## config.mk

```make
export PLATFORM = sky130hd
export DESIGN_NAME = uart_tx_jogo_flat
export DESIGN_NICKNAME = d
export VERILOG_FILES = /design/src/rtl/uart_tx_jogo_pkg.sv /design/src/rtl/uart_tx_jogo_if.sv /design/src/rtl/uart_tx_serial.sv /design/src/rtl/uart_tx_jogo.sv /design/src/flat_wrapper.sv
export SDC_FILE = /design/constraint.sdc
export NUM_CORES = 1
export LEC_CHECK = 0
export ABC_AREA = 1
export ABC_CLOCK_PERIOD_IN_PS = 2350
export CAP_MARGIN = 15
export CORE_UTILIZATION = 55
export DETAILED_ROUTE_END_ITERATION = 16
export PLACE_DENSITY = 0.78
export SETUP_SLACK_MARGIN = 0.5
export SLEW_MARGIN = 0
export SYNTH_ARGS = -nofsm -noshare
export SYNTH_HDL_FRONTEND = slang
export SYNTH_SLANG_ARGS = --single-unit
export TNS_END_PERCENT = 10
```

## constraint.sdc

```tcl
create_clock -name clock -period 2.35 [get_ports clock]
set_input_delay 0.235 -clock clock [delete_from_list [all_inputs] [get_ports clock]]
set_output_delay 0.235 -clock clock [all_outputs]
set_load 0.05 [all_outputs]
```

## src/rtl/uart_tx_jogo_pkg.sv

```systemverilog
// Frame constants, sequencer state codes and ASCII helpers shared by the game UART transmitter.
// Latency and backpressure: none. This package holds no logic.
package uart_tx_jogo_pkg;

    localparam logic [7:0] CAB       = 8'h23;
    localparam logic [7:0] FIM       = 8'h0A;
    localparam int         FRAME_LEN = 7;

    localparam logic [2:0] ST_OCIOSO  = 3'd0;
    localparam logic [2:0] ST_CARREGA = 3'd1;
    localparam logic [2:0] ST_ENVIA   = 3'd2;
    localparam logic [2:0] ST_ESPERA  = 3'd3;
    localparam logic [2:0] ST_FIM     = 3'd4;

    typedef struct packed {
        logic [3:0] macro;
        logic [3:0] micro;
        logic [3:0] estado;
        logic [1:0] res_macro;
        logic [1:0] res_jogo;
    } snapshot_t;

    function automatic logic [7:0] hex_ascii(input logic [3:0] v);
        return (v < 4'd10) ? 8'h30 + {4'h0, v} : 8'h37 + {4'h0, v};
    endfunction

    function automatic logic [7:0] res_ascii(input logic [1:0] v);
        return 8'h30 + {6'h0, v};
    endfunction

endpackage

```

## src/rtl/uart_tx_jogo_if.sv

```systemverilog
// Game-state snapshot inputs, frame request and serial status between the game core and the transmitter.
// Latency and backpressure: none. The interface carries signals only, and enviar is a level request.
interface uart_tx_jogo_if;
    logic       enviar;
    logic [3:0] macro;
    logic [3:0] micro;
    logic [3:0] estado;
    logic [1:0] resultado_macro;
    logic [1:0] resultado_jogo;
    logic       tx;
    logic       ocupado;
    logic       pronto;

    modport master (
        output enviar, macro, micro, estado, resultado_macro, resultado_jogo,
        input  tx, ocupado, pronto
    );

    modport slave (
        input  enviar, macro, micro, estado, resultado_macro, resultado_jogo,
        output tx, ocupado, pronto
    );
endinterface

```

## src/rtl/uart_tx_serial.sv

```systemverilog
// 8N1 byte serializer: partida loads a byte and tx drops to the start bit on the next cycle. Each bit lasts CLKS_PER_BIT cycles.
// Backpressure: partida is ignored while busy, except during the last stop-bit cycle (fim), where it chains the next byte with no gap.
module uart_tx_serial #(
    parameter int CLKS_PER_BIT = 434
) (
    input  logic       clock,
    input  logic       reset,
    input  logic       partida,
    input  logic [7:0] dado,
    output logic       tx,
    output logic       ocupado,
    output logic       fim
);
    localparam int            CW      = (CLKS_PER_BIT > 1) ? $clog2(CLKS_PER_BIT) : 1;
    localparam logic [CW-1:0] CNT_MAX = CW'(CLKS_PER_BIT - 1);

    logic [CW-1:0] cnt_q, cnt_d;
    logic [3:0]    bit_q, bit_d;
    logic [9:0]    shift_q, shift_d;
    logic          tx_q, tx_d;
    logic          busy_q, busy_d;
    logic          ultimo;

    assign ultimo = busy_q && (bit_q == 4'd9) && (cnt_q == CNT_MAX);

    always_comb begin
        cnt_d   = cnt_q;
        bit_d   = bit_q;
        shift_d = shift_q;
        tx_d    = tx_q;
        busy_d  = busy_q;
        if (partida && (!busy_q || ultimo)) begin
            shift_d = {1'b1, dado, 1'b0};
            cnt_d   = '0;
            bit_d   = 4'd0;
            busy_d  = 1'b1;
            tx_d    = 1'b0;
        end else if (busy_q) begin
            if (cnt_q == CNT_MAX) begin
                cnt_d = '0;
                if (bit_q == 4'd9) begin
                    busy_d = 1'b0;
                    tx_d   = 1'b1;
                end else begin
                    // shift_q[1] is the next bit on the line (data LSB first, then stop)
                    bit_d   = bit_q + 4'd1;
                    shift_d = {1'b1, shift_q[9:1]};
                    tx_d    = shift_q[1];
                end
            end else begin
                cnt_d = cnt_q + 1'b1;
            end
        end
    end

    always_ff @(posedge clock) begin
        if (reset) begin
            cnt_q   <= '0;
            bit_q   <= 4'd0;
            shift_q <= '1;
            tx_q    <= 1'b1;
            busy_q  <= 1'b0;
        end else begin
            cnt_q   <= cnt_d;
            bit_q   <= bit_d;
            shift_q <= shift_d;
            tx_q    <= tx_d;
            busy_q  <= busy_d;
        end
    end

    assign tx      = tx_q;
    assign ocupado = busy_q;
    assign fim     = ultimo;
endmodule

```

## src/rtl/uart_tx_jogo.sv

```systemverilog
// Snapshots the game buses on request and sends '#',macro,micro,estado,res_macro,res_jogo,'\n' as one 7-byte frame.
// Latency and backpressure: the start bit follows acceptance by 1 cycle. A request during a frame sets a single pendente flag, and that frame then follows with one idle cycle.
module uart_tx_jogo
    import uart_tx_jogo_pkg::*;
#(
    parameter int CLK_FREQ     = 50_000_000,
    parameter int BAUD         = 115200,
    parameter int CLKS_PER_BIT = CLK_FREQ / BAUD
) (
    input logic           clock,
    input logic           reset,
    uart_tx_jogo_if.slave bus
);
    localparam logic [2:0] ULTIMO_IDX = 3'(FRAME_LEN - 1);

    logic [2:0] st_q, st_d;
    logic [2:0] idx_q, idx_d;
    logic       pendente_q, pendente_d;
    snapshot_t  snap_q, snap_d;
    snapshot_t  entrada;

    logic       partida;
    logic [2:0] sel;
    logic [7:0] dado;
    logic       ser_tx;
    logic       ser_ocupado;
    logic       ser_fim;

    assign entrada = {bus.macro, bus.micro, bus.estado, bus.resultado_macro, bus.resultado_jogo};

    always_comb begin
        st_d       = st_q;
        idx_d      = idx_q;
        pendente_d = pendente_q;
        snap_d     = snap_q;
        partida    = 1'b0;
        sel        = 3'd0;
        case (st_q)
            ST_OCIOSO: begin
                if (bus.enviar) begin
                    snap_d = entrada;
                    idx_d  = 3'd0;
                    st_d   = ST_CARREGA;
                end
            end
            ST_CARREGA: begin
                partida = 1'b1;
                st_d    = ST_ENVIA;
                if (bus.enviar) pendente_d = 1'b1;
            end
            ST_ENVIA: begin
                if (bus.enviar) pendente_d = 1'b1;
                // next byte is handed over during the stop bit's last cycle so bytes abut
                if (ser_fim) begin
                    partida = 1'b1;
                    sel     = idx_q + 3'd1;
                    idx_d   = sel;
                    if (sel == ULTIMO_IDX) st_d = ST_ESPERA;
                end
            end
            ST_ESPERA: begin
                if (bus.enviar) pendente_d = 1'b1;
                if (ser_fim) st_d = ST_FIM;
            end
            ST_FIM: begin
                if (pendente_q) begin
                    // header byte is constant, so it can start while the snapshot is re-taken
                    snap_d     = entrada;
                    idx_d      = 3'd0;
                    pendente_d = 1'b0;
                    partida    = 1'b1;
                    st_d       = ST_ENVIA;
                end else begin
                    st_d = ST_OCIOSO;
                end
            end
            default: st_d = ST_OCIOSO;
        endcase
    end

    always_comb begin
        case (sel)
            3'd0:    dado = CAB;
            3'd1:    dado = hex_ascii(snap_q.macro);
            3'd2:    dado = hex_ascii(snap_q.micro);
            3'd3:    dado = hex_ascii(snap_q.estado);
            3'd4:    dado = res_ascii(snap_q.res_macro);
            3'd5:    dado = res_ascii(snap_q.res_jogo);
            default: dado = FIM;
        endcase
    end

    always_ff @(posedge clock) begin
        if (reset) begin
            st_q       <= ST_OCIOSO;
            idx_q      <= 3'd0;
            pendente_q <= 1'b0;
            snap_q     <= '0;
        end else begin
            st_q       <= st_d;
            idx_q      <= idx_d;
            pendente_q <= pendente_d;
            snap_q     <= snap_d;
        end
    end

    uart_tx_serial #(.CLKS_PER_BIT(CLKS_PER_BIT)) u_serial (
        .clock   (clock),
        .reset   (reset),
        .partida (partida),
        .dado    (dado),
        .tx      (ser_tx),
        .ocupado (ser_ocupado),
        .fim     (ser_fim)
    );

    assign bus.tx      = ser_tx;
    assign bus.pronto  = (st_q == ST_FIM);
    assign bus.ocupado = ser_ocupado || (st_q == ST_CARREGA) || (st_q == ST_ENVIA) ||
                         (st_q == ST_ESPERA) || ((st_q == ST_FIM) && pendente_q);
endmodule

```

## src/flat_wrapper.sv

```systemverilog
// flat-port wrapper written by rule: the top's interface ports become plain ports
module uart_tx_jogo_flat import uart_tx_jogo_pkg::*;
#(
    parameter int CLK_FREQ     = 50_000_000,
    parameter int BAUD         = 115200,
    parameter int CLKS_PER_BIT = CLK_FREQ / BAUD
)
  (clock, reset, bus_enviar, bus_macro, bus_micro, bus_estado, bus_resultado_macro, bus_resultado_jogo, bus_tx, bus_ocupado, bus_pronto);
  uart_tx_jogo_if bus_i ();
  input logic clock;
  input logic reset;
  input wire logic [$bits(bus_i.enviar)-1:0] bus_enviar;
  input wire logic [$bits(bus_i.macro)-1:0] bus_macro;
  input wire logic [$bits(bus_i.micro)-1:0] bus_micro;
  input wire logic [$bits(bus_i.estado)-1:0] bus_estado;
  input wire logic [$bits(bus_i.resultado_macro)-1:0] bus_resultado_macro;
  input wire logic [$bits(bus_i.resultado_jogo)-1:0] bus_resultado_jogo;
  output wire logic [$bits(bus_i.tx)-1:0] bus_tx;
  output wire logic [$bits(bus_i.ocupado)-1:0] bus_ocupado;
  output wire logic [$bits(bus_i.pronto)-1:0] bus_pronto;
  assign bus_i.enviar = bus_enviar;
  assign bus_i.macro = bus_macro;
  assign bus_i.micro = bus_micro;
  assign bus_i.estado = bus_estado;
  assign bus_i.resultado_macro = bus_resultado_macro;
  assign bus_i.resultado_jogo = bus_resultado_jogo;
  assign bus_tx = bus_i.tx;
  assign bus_ocupado = bus_i.ocupado;
  assign bus_pronto = bus_i.pronto;
  uart_tx_jogo #(.CLK_FREQ(CLK_FREQ), .BAUD(BAUD), .CLKS_PER_BIT(CLKS_PER_BIT)) u_core (.clock(clock), .reset(reset), .bus(bus_i));
endmodule
```

==> results of run 1 <==
routing by layer:
layer  wire (um)  track usage  share of wire
met2        2850        0.435           0.50
met4         131       0.0978          0.023
met5           0            0              0
met3         171       0.0408          0.030
met1        2500        0.276           0.44
metrics by stage:
step | instance area (um^2) | utilization | total power [mW]
floorplan | 2650 | - | 1.88
global placement | 2920 | 0.652 | 2.11
detailed placement | 2920 | 0.652 | 2.13
CTS | 3030 | 0.676 | 2.72
global route | 3220 | 0.719 | 3.07
finish | 3220 | 0.719 | 2.85
logic make-up after synthesis:
kind of cell	synth area share
adders and majority gates	0.0426
and+or+nand+nor	0.352
muxes	0.00378
AOI/OAI and AO/OA	0.148
xor gates and xnor gates	0.0227
DFF	0.348
buffers and inverters	0.0827
registers in the layout, indices dropped and copies added (netlist names):
signal                   flops
u_core.idx_q                 3
u_core.u_serial.bit_q        4
u_core.snap_q               16
u_core.u_serial.ocupado      1
u_core.u_serial.shift_q      8
u_core.st_q                  3
u_core.u_serial.tx           1
u_core.u_serial.cnt_q        9
u_core.pendente_q            1
cell usage after synthesis, types with 3 or more instances:
library cell,number
dfxtp_1,46
xor2_1,5
nor2_2,5
nand2_1,68
clkbuf_1,3
buf_2,4
inv_1,40
nor2_1,51
ha_1,9
nor2_4,4
nand3_1,31
o21ai_1,3
nand4_1,8
nor3_1,13
o21ai_0,34
nand3_2,5
inv_2,7
a21oi_1,24
nand2_2,4
what timing repair did:
action / in CTS / in global routing
setup buffers: 0 / 8
setup endpoints to repair: 17 / 39
pin swaps: 0 / 8
gates resized for setup: 2 / 34
worst reg2reg max path, delay by kind of cell (launching register included):
| kind | cells | cell delay, ns |
|---|---|---|
| flip-flops | 1 | 0.34 |
| AND/OR/NAND/NOR | 8 | 0.80 |
| buffers and inverters | 3 | 0.31 |
| AO/OA/AOI/OAI | 1 | 0.08 |
| adder cells (fa/ha/maj) | 1 | 0.22 |
cell type report:
| cell class | count | area, um^2 | share of cell area |
|---|---|---|---|
| Tap cell | 52 | 65.1 | 0.0202 |
| Sequential cell | 46 | 926 | 0.288 |
| Clock inverter | 2 | 37.5 | 0.0117 |
| Timing Repair Buffer | 33 | 294 | 0.0914 |
| Multi-Input combinational cell | 284 | 1640 | 0.509 |
| Inverter | 48 | 183 | 0.0568 |
| Clock buffer | 6 | 72.6 | 0.0226 |
cells in the final DEF, fill, tap and decap left out, types with 5 or more instances in the layout:
| cell type | Yosys | final |
|---|---|---|
| a21oi_1 | 24 | 24 |
| nand4_1 | 8 | 8 |
| nand3_2 | 5 | 5 |
| inv_1 | 40 | 39 |
| xor2_1 | 5 | 5 |
| nor2_2 | 5 | 6 |
| buf_4 | 1 | 12 |
| nor2_1 | 51 | 48 |
| nor3_1 | 13 | 13 |
| inv_2 | 7 | 7 |
| dfxtp_1 | 46 | 42 |
| clkbuf_8 | 0 | 5 |
| nand2_2 | 4 | 5 |
| o21ai_0 | 34 | 33 |
| nor2_4 | 4 | 6 |
| ha_1 | 9 | 6 |
| nand3_1 | 31 | 29 |
| nand2_1 | 68 | 64 |
| clkdlybuf4s50_1 | 0 | 19 |
worst max path at each step:
stage	startpoint	to	slack (ns)	cells after the start
detailed placement	u_core.u_serial.cnt_q[1]	u_core.u_serial.bit_q[3]	0.38	12
finish	u_core.u_serial.bit_q[1]	u_core.u_serial.shift_q[1]	0.54	13
floorplan	u_core.st_q[1]	u_core.u_serial.shift_q[2]	0.59	11
CTS	u_core.u_serial.cnt_q[1]	u_core.u_serial.bit_q[3]	0.37	12
global placement	u_core.st_q[1]	bus_ocupado	0.48	6
global route	u_core.u_serial.bit_q[1]	u_core.idx_q[1]	0.38	9
power groups by stage:
stage	combinational, mW	clock [mW]	sequential (mW)
final	1.17	0.585	1.09
after global routing	1.33	0.629	1.12
after CTS	1.04	0.601	1.08
after detailed placement	1.03	0	1.09
after global placement	1.02	0	1.09
after floorplan	0.803	0	1.08
==> impl_metrics.toml, run 1 <==
[floorplanning]
die_w_um = 71.4
rows = 24
core_um2 = 4470
initial_utilization = 0.591
dieArea_um2 = 5090
die_y_um = 71.4
io-pin-count = 22

[power]
irDropWorstVdd_mv = 0.674
p_leak_nw = 1.33
clkPwrFrac = 0.205
comb_power_share = 0.411
p_sw_frac = 0.395
p_switching_mw = 1.13
power_frac_seq = 0.383
p_int_mw = 1.72
powerDensity_nw_per_um2 = 886

[setup_path]
worstSetupEndpointType = "flop"
r2r_end = "u_core.u_serial.shift_q[1]"
worstPathRequired_ns = 2.60
reg2reg_slack_ns = 0.54
critPathKind = "reg -> reg"
r2r_cells = 13
crit_slowest_cell = "dfxtp_2"
cp.arrival_ns = 2.06
start_kind = "flop"
critical-path-top-delay-family = "simple AND/OR/NAND/NOR gates"
path_max_fanout = 6
worstReg2RegStart = "u_core.u_serial.bit_q[1]"
cp.buffers_inverters = 3
path_cells = "inv_1, ha_2, nand4_4, inv_4, buf_4, nand3_2, nor2_4, nand2_1, nand3_1, o21bai_1, nand2_1, nand2_1, nand2_1"
slowest_delay_ns = 0.34
crit_top_cell = "nand2_1"

[synthesis]
postSynthCellCount = 386
syn_nets = 414
avgSynthCellArea_um2 = 6.86
async_reset_ff_frac = 0
yosysTopAreaCell = "dfxtp_1"
yosysTopAreaCellShare = 0.348
yosysSeqAreaShare = 0.348
synth_area_um2 = 2650
ys_seq_elements = 46
synth-edff-count = 0
synth-warning-count = 0
synth_flop_cell = "dfxtp_1"
synth_area_leaders = "dfxtp_1, nand2_1, nor2_1"
yosysUniqueCellTypes = 37

[drt]
dr.pass1.iters = 10
routed_wl_um = 5650
drt_iter0_drc = 120
via_per_inst = 5.37
ant_nets = 0
wl_per_cell_um = 12.0
vias = 2528
drc = 2

[clock_tree]
numCtsBuffers = 5
clock-root-buffer = "clkbuf_8"
clockBufferDepth = 2
cts_sinks = 46
clk_latency_ns = 0.30
cts_tree = "built"
ctsHoldBuffers = 0
cts_max_level = 2
cts.clk_slew.worst_paths_ns = 0.09

[worst_hold_path]
min_path_type = "reg -> reg"
min_path_cells = 2
hp-start = "u_core.u_serial.shift_q[7]"
whs_endpoint = "u_core.u_serial.shift_q[7]"

[run]
drv_cap = 0

[global_routing]
antenna_found_initial = 0
overflow = 0
grt_first_pass_wirelength_um = 9740
grtUsageTotal = 0.239
grt_pass1_vias = 2333
grt_max_degree = 20

[sta]
slew_headroom = 0.592
layout_setup_ws_ns = 0.544
drv_slew = 0
finalHoldViolations = 0
final.period_utilization = 0.769
finalSetupViolCount = 0
layout_min_cycle_time_ns = 1.81
timing.hold.ws_ns = 0.467
worst_pin_slew_ns = 0.606
fin_setup_tns_ns = 0
rsz0062_at_grt = "true"
fin_skew_ns = 0.00896
max_freq_mhz = 554

[outcome]
violations = "design-rule violations"
status = "complete, but fails checks"

[cells_and_area]
nNetsFinal = 446
synthToLayoutAreaGrowth_pct = 21.5
diodes = 0
fillCellCount = 390
drive_above_1_share = 0.169
stdcell_count = 471

[placed_design]
hpwlAfterDp_um = 4210
port_buffers = 21
place_ws_ns = 0.379
gp_congestion = 0.836
dp.cells = 455
Power figures use the tool's default switching activity.
==> run 2, diff against run 1 <==
--- a/config.mk
+++ b/config.mk
@@ -6,7 +6,7 @@
 export NUM_CORES = 1
 export LEC_CHECK = 0
 export ABC_AREA = 1
-export ABC_CLOCK_PERIOD_IN_PS = 2350
+export ABC_CLOCK_PERIOD_IN_PS = 1700
 export CAP_MARGIN = 15
 export CORE_UTILIZATION = 55
 export DETAILED_ROUTE_END_ITERATION = 16
==> constraint.sdc (replaced) <==
create_clock -name clock -period 1.7 [get_ports clock]
set_input_delay 0.17 -clock clock [delete_from_list [all_inputs] [get_ports clock]]
set_output_delay 0.17 -clock clock [all_outputs]
set_load 0.05 [all_outputs]
==> impl_metrics.toml, run 2 (same netlist as run 1, synthesis figures left out) <==
[cells_and_area]
final_cell_mix = "nand2_1, dfxtp_1, nor2_1"
top_regs = "u_core.snap_q (16), u_core.u_serial.cnt_q (9), u_core.u_serial.shift_q (8)"
final_common_cell = "nand2_1"
post-route-util = 0.807
seqCellArea_um2 = 936
stdcell_count = 495
top_register = "u_core.snap_q"
nNetsFinal = 470
fin_area_um2 = 3610
diodes = 0
multiInputGateArea_um2 = 1820
largest_register_ffs = 16
fillCellCount = 297
drive_above_1_share = 0.305
synthToLayoutAreaGrowth_pct = 36.5

[worst_hold_path]
hp-start = "bus_estado[0]"
min_path_type = "in -> reg"
whs_endpoint = "u_core.snap_q[4]"
min_path_cells = 3

[clock_tree]
cts.clk_slew.worst_paths_ns = 0.09
ctsHoldBuffers = 0
cts_sinks = 46
clock-root-buffer = "clkbuf_8"
clockBufferDepth = 2
numCtsBuffers = 5
cts_tree = "built"
clk_latency_ns = 0.31
cts_max_level = 2

[floorplanning]
die_y_um = 71.4
dieArea_um2 = 5090
io-pin-count = 22
core_um2 = 4470
initial_utilization = 0.591
die_w_um = 71.4
rows = 24

[global_routing]
overflow = 0
grtUsageTotal = 0.291
grt_max_degree = 26
antenna_found_initial = 0
grt_pass1_vias = 2783
grt_first_pass_wirelength_um = 11700

[outcome]
status = "complete, but fails checks"
violations = "negative setup slack"

[setup_path]
cp.arrival_ns = 1.95
path_max_fanout = 6
reg2reg_slack_ns = -0.06
worstReg2RegStart = "u_core.u_serial.cnt_q[1]"
r2r_end = "u_core.u_serial.shift_q[4]"
critPathKind = "reg -> reg"
start_kind = "flop"
worstSetupEndpointType = "flop"
r2r_cells = 13
worstPathRequired_ns = 1.89

[drt]
drc = 0
wl_per_cell_um = 13.6
drt_iter0_drc = 151
via_per_inst = 5.51
dr.pass1.iters = 4
vias = 2728
ant_nets = 0
routed_wl_um = 6710

[placed_design]
dpl-instance-area_um2 = 3150
gp_congestion = 0.854
hpwlAfterDp_um = 4430
dp.cells = 481
port_buffers = 21

[sta]
layout_min_cycle_time_ns = 1.76
worst_pin_slew_ns = 0.437
fin_skew_ns = 0.00968
max_freq_mhz = 568
finalHoldViolations = 0
layout_setup_ws_ns = -0.0619
drv_slew = 0
timing.hold.ws_ns = 0.475
finalSetupViolCount = 7
slew_headroom = 0.707
final.period_utilization = 1.04
rsz0062_at_grt = "true"

[power]
irDropWorstVdd_mv = 0.729
p_leak_nw = 1.51
powerDensity_nw_per_um2 = 1180
p_total_mw = 4.26

[run]
drv_cap = 0
[run 2: per-stage QoR]
| stage | TNS (ns) | setup slack (ns) |
|---|---|---|
| final | -0.228 | -0.0619 |
| after global routing | -1.36 | -0.163 |
| after CTS | -0.00656 | -0.00656 |
| after detailed placement | -0.0745 | -0.0240 |
| after global placement | 0 | 0.00733 |
| after floorplan | 0 | 0.0466 |
[run 2: worst max-delay path: stages, from the launching register on]
cell     delay [ns]
dfxtp_2        0.33
inv_2          0.07
ha_4           0.14
inv_2          0.04
nor2_4         0.09
nand2_2        0.06
nor2_4         0.16
nand3_2        0.10
nand2_2        0.12
nand2_4        0.10
buf_6          0.15
buf_4          0.13
nand3_1        0.06
nand3_1        0.08
[run 2: cell type report]
type	count	share of cell area
clock buffers	7	0.0239
well taps	52	0.0180
flip-flops and latches	46	0.259
inverters	48	0.0551
repair buffers	56	0.139
multi-input cells	285	0.503
clock inverters	1	0.00139
[run 2: how the worst max path moves through the flow]
stage                                         from  depth (start not counted)  slack [ns]                    endpoint
after detailed placement  u_core.u_serial.cnt_q[1]                         13       -0.02  u_core.u_serial.shift_q[6]
after CTS                 u_core.u_serial.cnt_q[1]                         11      -0.007    u_core.u_serial.bit_q[3]
after global routing      u_core.u_serial.cnt_q[1]                         12       -0.16  u_core.u_serial.shift_q[2]
final                     u_core.u_serial.cnt_q[1]                         13       -0.06  u_core.u_serial.shift_q[4]
after floorplan                     u_core.st_q[0]                         11        0.05  u_core.u_serial.shift_q[2]
after global placement             u_core.idx_q[1]                         10       0.007  u_core.u_serial.shift_q[1]
[run 2: power by group]
part           internal, mW  total, mW  switching, mW
sequential             1.34       1.53          0.194
combinational         0.806       2.02           1.21
clock                 0.329      0.712          0.383
total                  2.47       4.26           1.79
[run 2: metal layers]
layer	vias to the layer above	track usage	part of all wire
li1	1380	-	-
met2	56	0.552	0.53
met3	20	0.0464	0.028
met4	0	0.142	0.032
met1	1272	0.310	0.41
met5	-	0	0
[run 2: what timing repair did]
item                       in CTS  in global routing
setup endpoints to repair      48                 48
pin swaps                      53                 48
setup buffers                   4                  1
cloned                          1                  0
resized for setup              84                 19
==> run 3, diff against run 2 <==
--- a/config.mk
+++ b/config.mk
@@ -6,11 +6,12 @@
 export NUM_CORES = 1
 export LEC_CHECK = 0
 export ABC_AREA = 1
-export ABC_CLOCK_PERIOD_IN_PS = 1700
+export ABC_CLOCK_PERIOD_IN_PS = 2000
 export CAP_MARGIN = 15
-export CORE_UTILIZATION = 55
+export CORE_UTILIZATION = 58
 export DETAILED_ROUTE_END_ITERATION = 16
-export PLACE_DENSITY = 0.78
+export HOLD_SLACK_MARGIN = 0.03
+export PLACE_DENSITY = 0.82
 export SETUP_SLACK_MARGIN = 0.5
 export SLEW_MARGIN = 0
 export SYNTH_ARGS = -nofsm -noshare
==> constraint.sdc (replaced) <==
create_clock -name clock -period 2 [get_ports clock]
set_input_delay 0.2 -clock clock [delete_from_list [all_inputs] [get_ports clock]]
set_output_delay 0.2 -clock clock [all_outputs]
set_load 0.05 [all_outputs]
==> impl_metrics.toml, run 3 (same netlist as run 1, synthesis figures left out) <==
[outcome]
status = "finished, final reports clean"

[clock_tree]
cts_tree = "built"
cts_max_level = 2
clk_latency_ns = 0.30
clock-root-buffer = "clkbuf_8"
cts.clk_slew.worst_paths_ns = 0.08
cts_sinks = 46
numCtsBuffers = 5
clockBufferDepth = 2

[floorplanning]
dieArea_um2 = 4840
rows = 24
initial_utilization = 0.604
die_w_um = 69.5
core_um2 = 4380
die_y_um = 69.5
io-pin-count = 22

[placed_design]
place_ws_ns = 0.132
dpl-instance-area_um2 = 2980
port_buffers = 21
hpwlAfterDp_um = 4230
gp_congestion = 0.859

[sta]
finalHoldViolations = 0
layout_min_cycle_time_ns = 1.80
finalSetupViolCount = 0
slew_headroom = 0.641
drv_slew = 0
max_freq_mhz = 557
final.period_utilization = 0.898
timing.hold.ws_ns = 0.483
layout_setup_ws_ns = 0.205
worst_pin_slew_ns = 0.532
fin_setup_tns_ns = 0
fin_skew_ns = 0.00891
rsz0062_at_grt = "true"

[power]
clkPwrFrac = 0.163
powerDensity_nw_per_um2 = 996
comb_power_share = 0.452
p_leak_nw = 1.39
p_int_mw = 1.92
irDropWorstVdd_mv = 0.730
p_switching_mw = 1.41
power_frac_seq = 0.385
p_sw_frac = 0.423

[drt]
dr.pass1.iters = 5
ant_nets = 0
via_per_inst = 5.64
drt_iter0_drc = 135
routed_wl_um = 6510
vias = 2694
wl_per_cell_um = 13.6
drc = 0

[worst_hold_path]
min_path_cells = 2
min_path_type = "reg -> reg"

[global_routing]
grt_first_pass_wirelength_um = 10400
overflow = 0
grtUsageTotal = 0.267
grt_pass1_vias = 2474
antenna_found_initial = 0
grt_max_degree = 25

[run]
drv_cap = 0

[cells_and_area]
seqCellArea_um2 = 927
final_cell_mix = "nand2_1, nor2_1, dfxtp_1"
multiInputGateArea_um2 = 1720
largest_register_ffs = 16
fin_area_um2 = 3340
top_regs = "u_core.snap_q (16), u_core.u_serial.cnt_q (9), u_core.u_serial.shift_q (8)"
nNetsFinal = 454
top_register = "u_core.snap_q"
fillCellCount = 323
final_common_cell = "nand2_1"
drive_above_1_share = 0.207
post-route-util = 0.762
synthToLayoutAreaGrowth_pct = 26.2
diodes = 0

[setup_path]
cp.arrival_ns = 2.05
r2r_cells = 14
cp.depth = 14
critical-path-top-delay-family = "simple AND/OR/NAND/NOR gates"
crit_slowest_cell = "dfxtp_2"
slowest_delay_ns = 0.34
worstPathRequired_ns = 2.25
start_kind = "flop"
cp.buffers_inverters = 2
crit_top_cell = "nand2_1"
worstSetupEndpointType = "flop"
path_max_fanout = 6
critPathKind = "reg -> reg"
path_cells = "inv_2, ha_4, inv_1, nor2_2, nand2_2, nor2_4, nand3_4, nor2_4, nand2_1, nand3_1, o21bai_1, nand2_1, nand2_1, nand2_1"
-- run 3: metrics by stage --
step,std cells,power [mW]
2_1_floorplan,386,2.23
3_3_place_gp,460,2.51
3_5_place_dp,460,2.55
4_1_cts,476,3.26
5_1_grt,478,3.56
6_report,478,3.33
-- run 3: power groups by stage --
stage	sequential (mW)	combinational (mW)	clock [mW]
3_5_place_dp	1.28	1.26	0
4_1_cts	1.27	1.44	0.551
6_report	1.28	1.50	0.544
2_1_floorplan	1.27	0.960	0
5_1_grt	1.30	1.67	0.587
3_3_place_gp	1.27	1.24	0
-- run 3: routing by layer --
metal  track usage  routed length [um]
met1         0.282                2710
met2         0.511                3410
met3        0.0465                 188
met4         0.113                 197
met5             0                   0
-- run 3: layout make-up --
cell class,instances,share of cell area
well taps,52,0.0195
flip-flops and latches,46,0.278
repair buffers,40,0.108
multi-input cells,285,0.516
clock inverters,2,0.00300
clock buffers,5,0.0206
inverters,48,0.0554
-- run 3: final timing paths --
path / from / to / slack [ns]
max: u_core.u_serial.cnt_q[1] / u_core.u_serial.shift_q[1] / 0.20
min: u_core.u_serial.shift_q[8] / u_core.u_serial.shift_q[8] / 0.48
max reg2reg: u_core.u_serial.cnt_q[1] / u_core.u_serial.shift_q[1] / 0.20
min reg2reg: u_core.u_serial.shift_q[8] / u_core.u_serial.shift_q[8] / 0.48
-- run 3: timing repair --
item | 4_1_cts | 5_1_grt
pin swaps | 19 | 13
hold buffers | 0 | 0
resized for setup | 34 | 13
setup buffers | 8 | 2
endpoints found under the setup margin | 30 | 48
gates cloned | 1 | 0
-- run 3: worst register-to-register path: cells and delay by family, from the launching register on --
| family | cells | cell delay (ns) |
|---|---|---|
| buffers and inverters | 2 | 0.13 |
| adder cells (fa/ha/maj) | 1 | 0.15 |
| flip-flops | 1 | 0.34 |
| AND/OR/NAND/NOR | 10 | 1.06 |
| AO/OA/AOI/OAI | 1 | 0.08 |
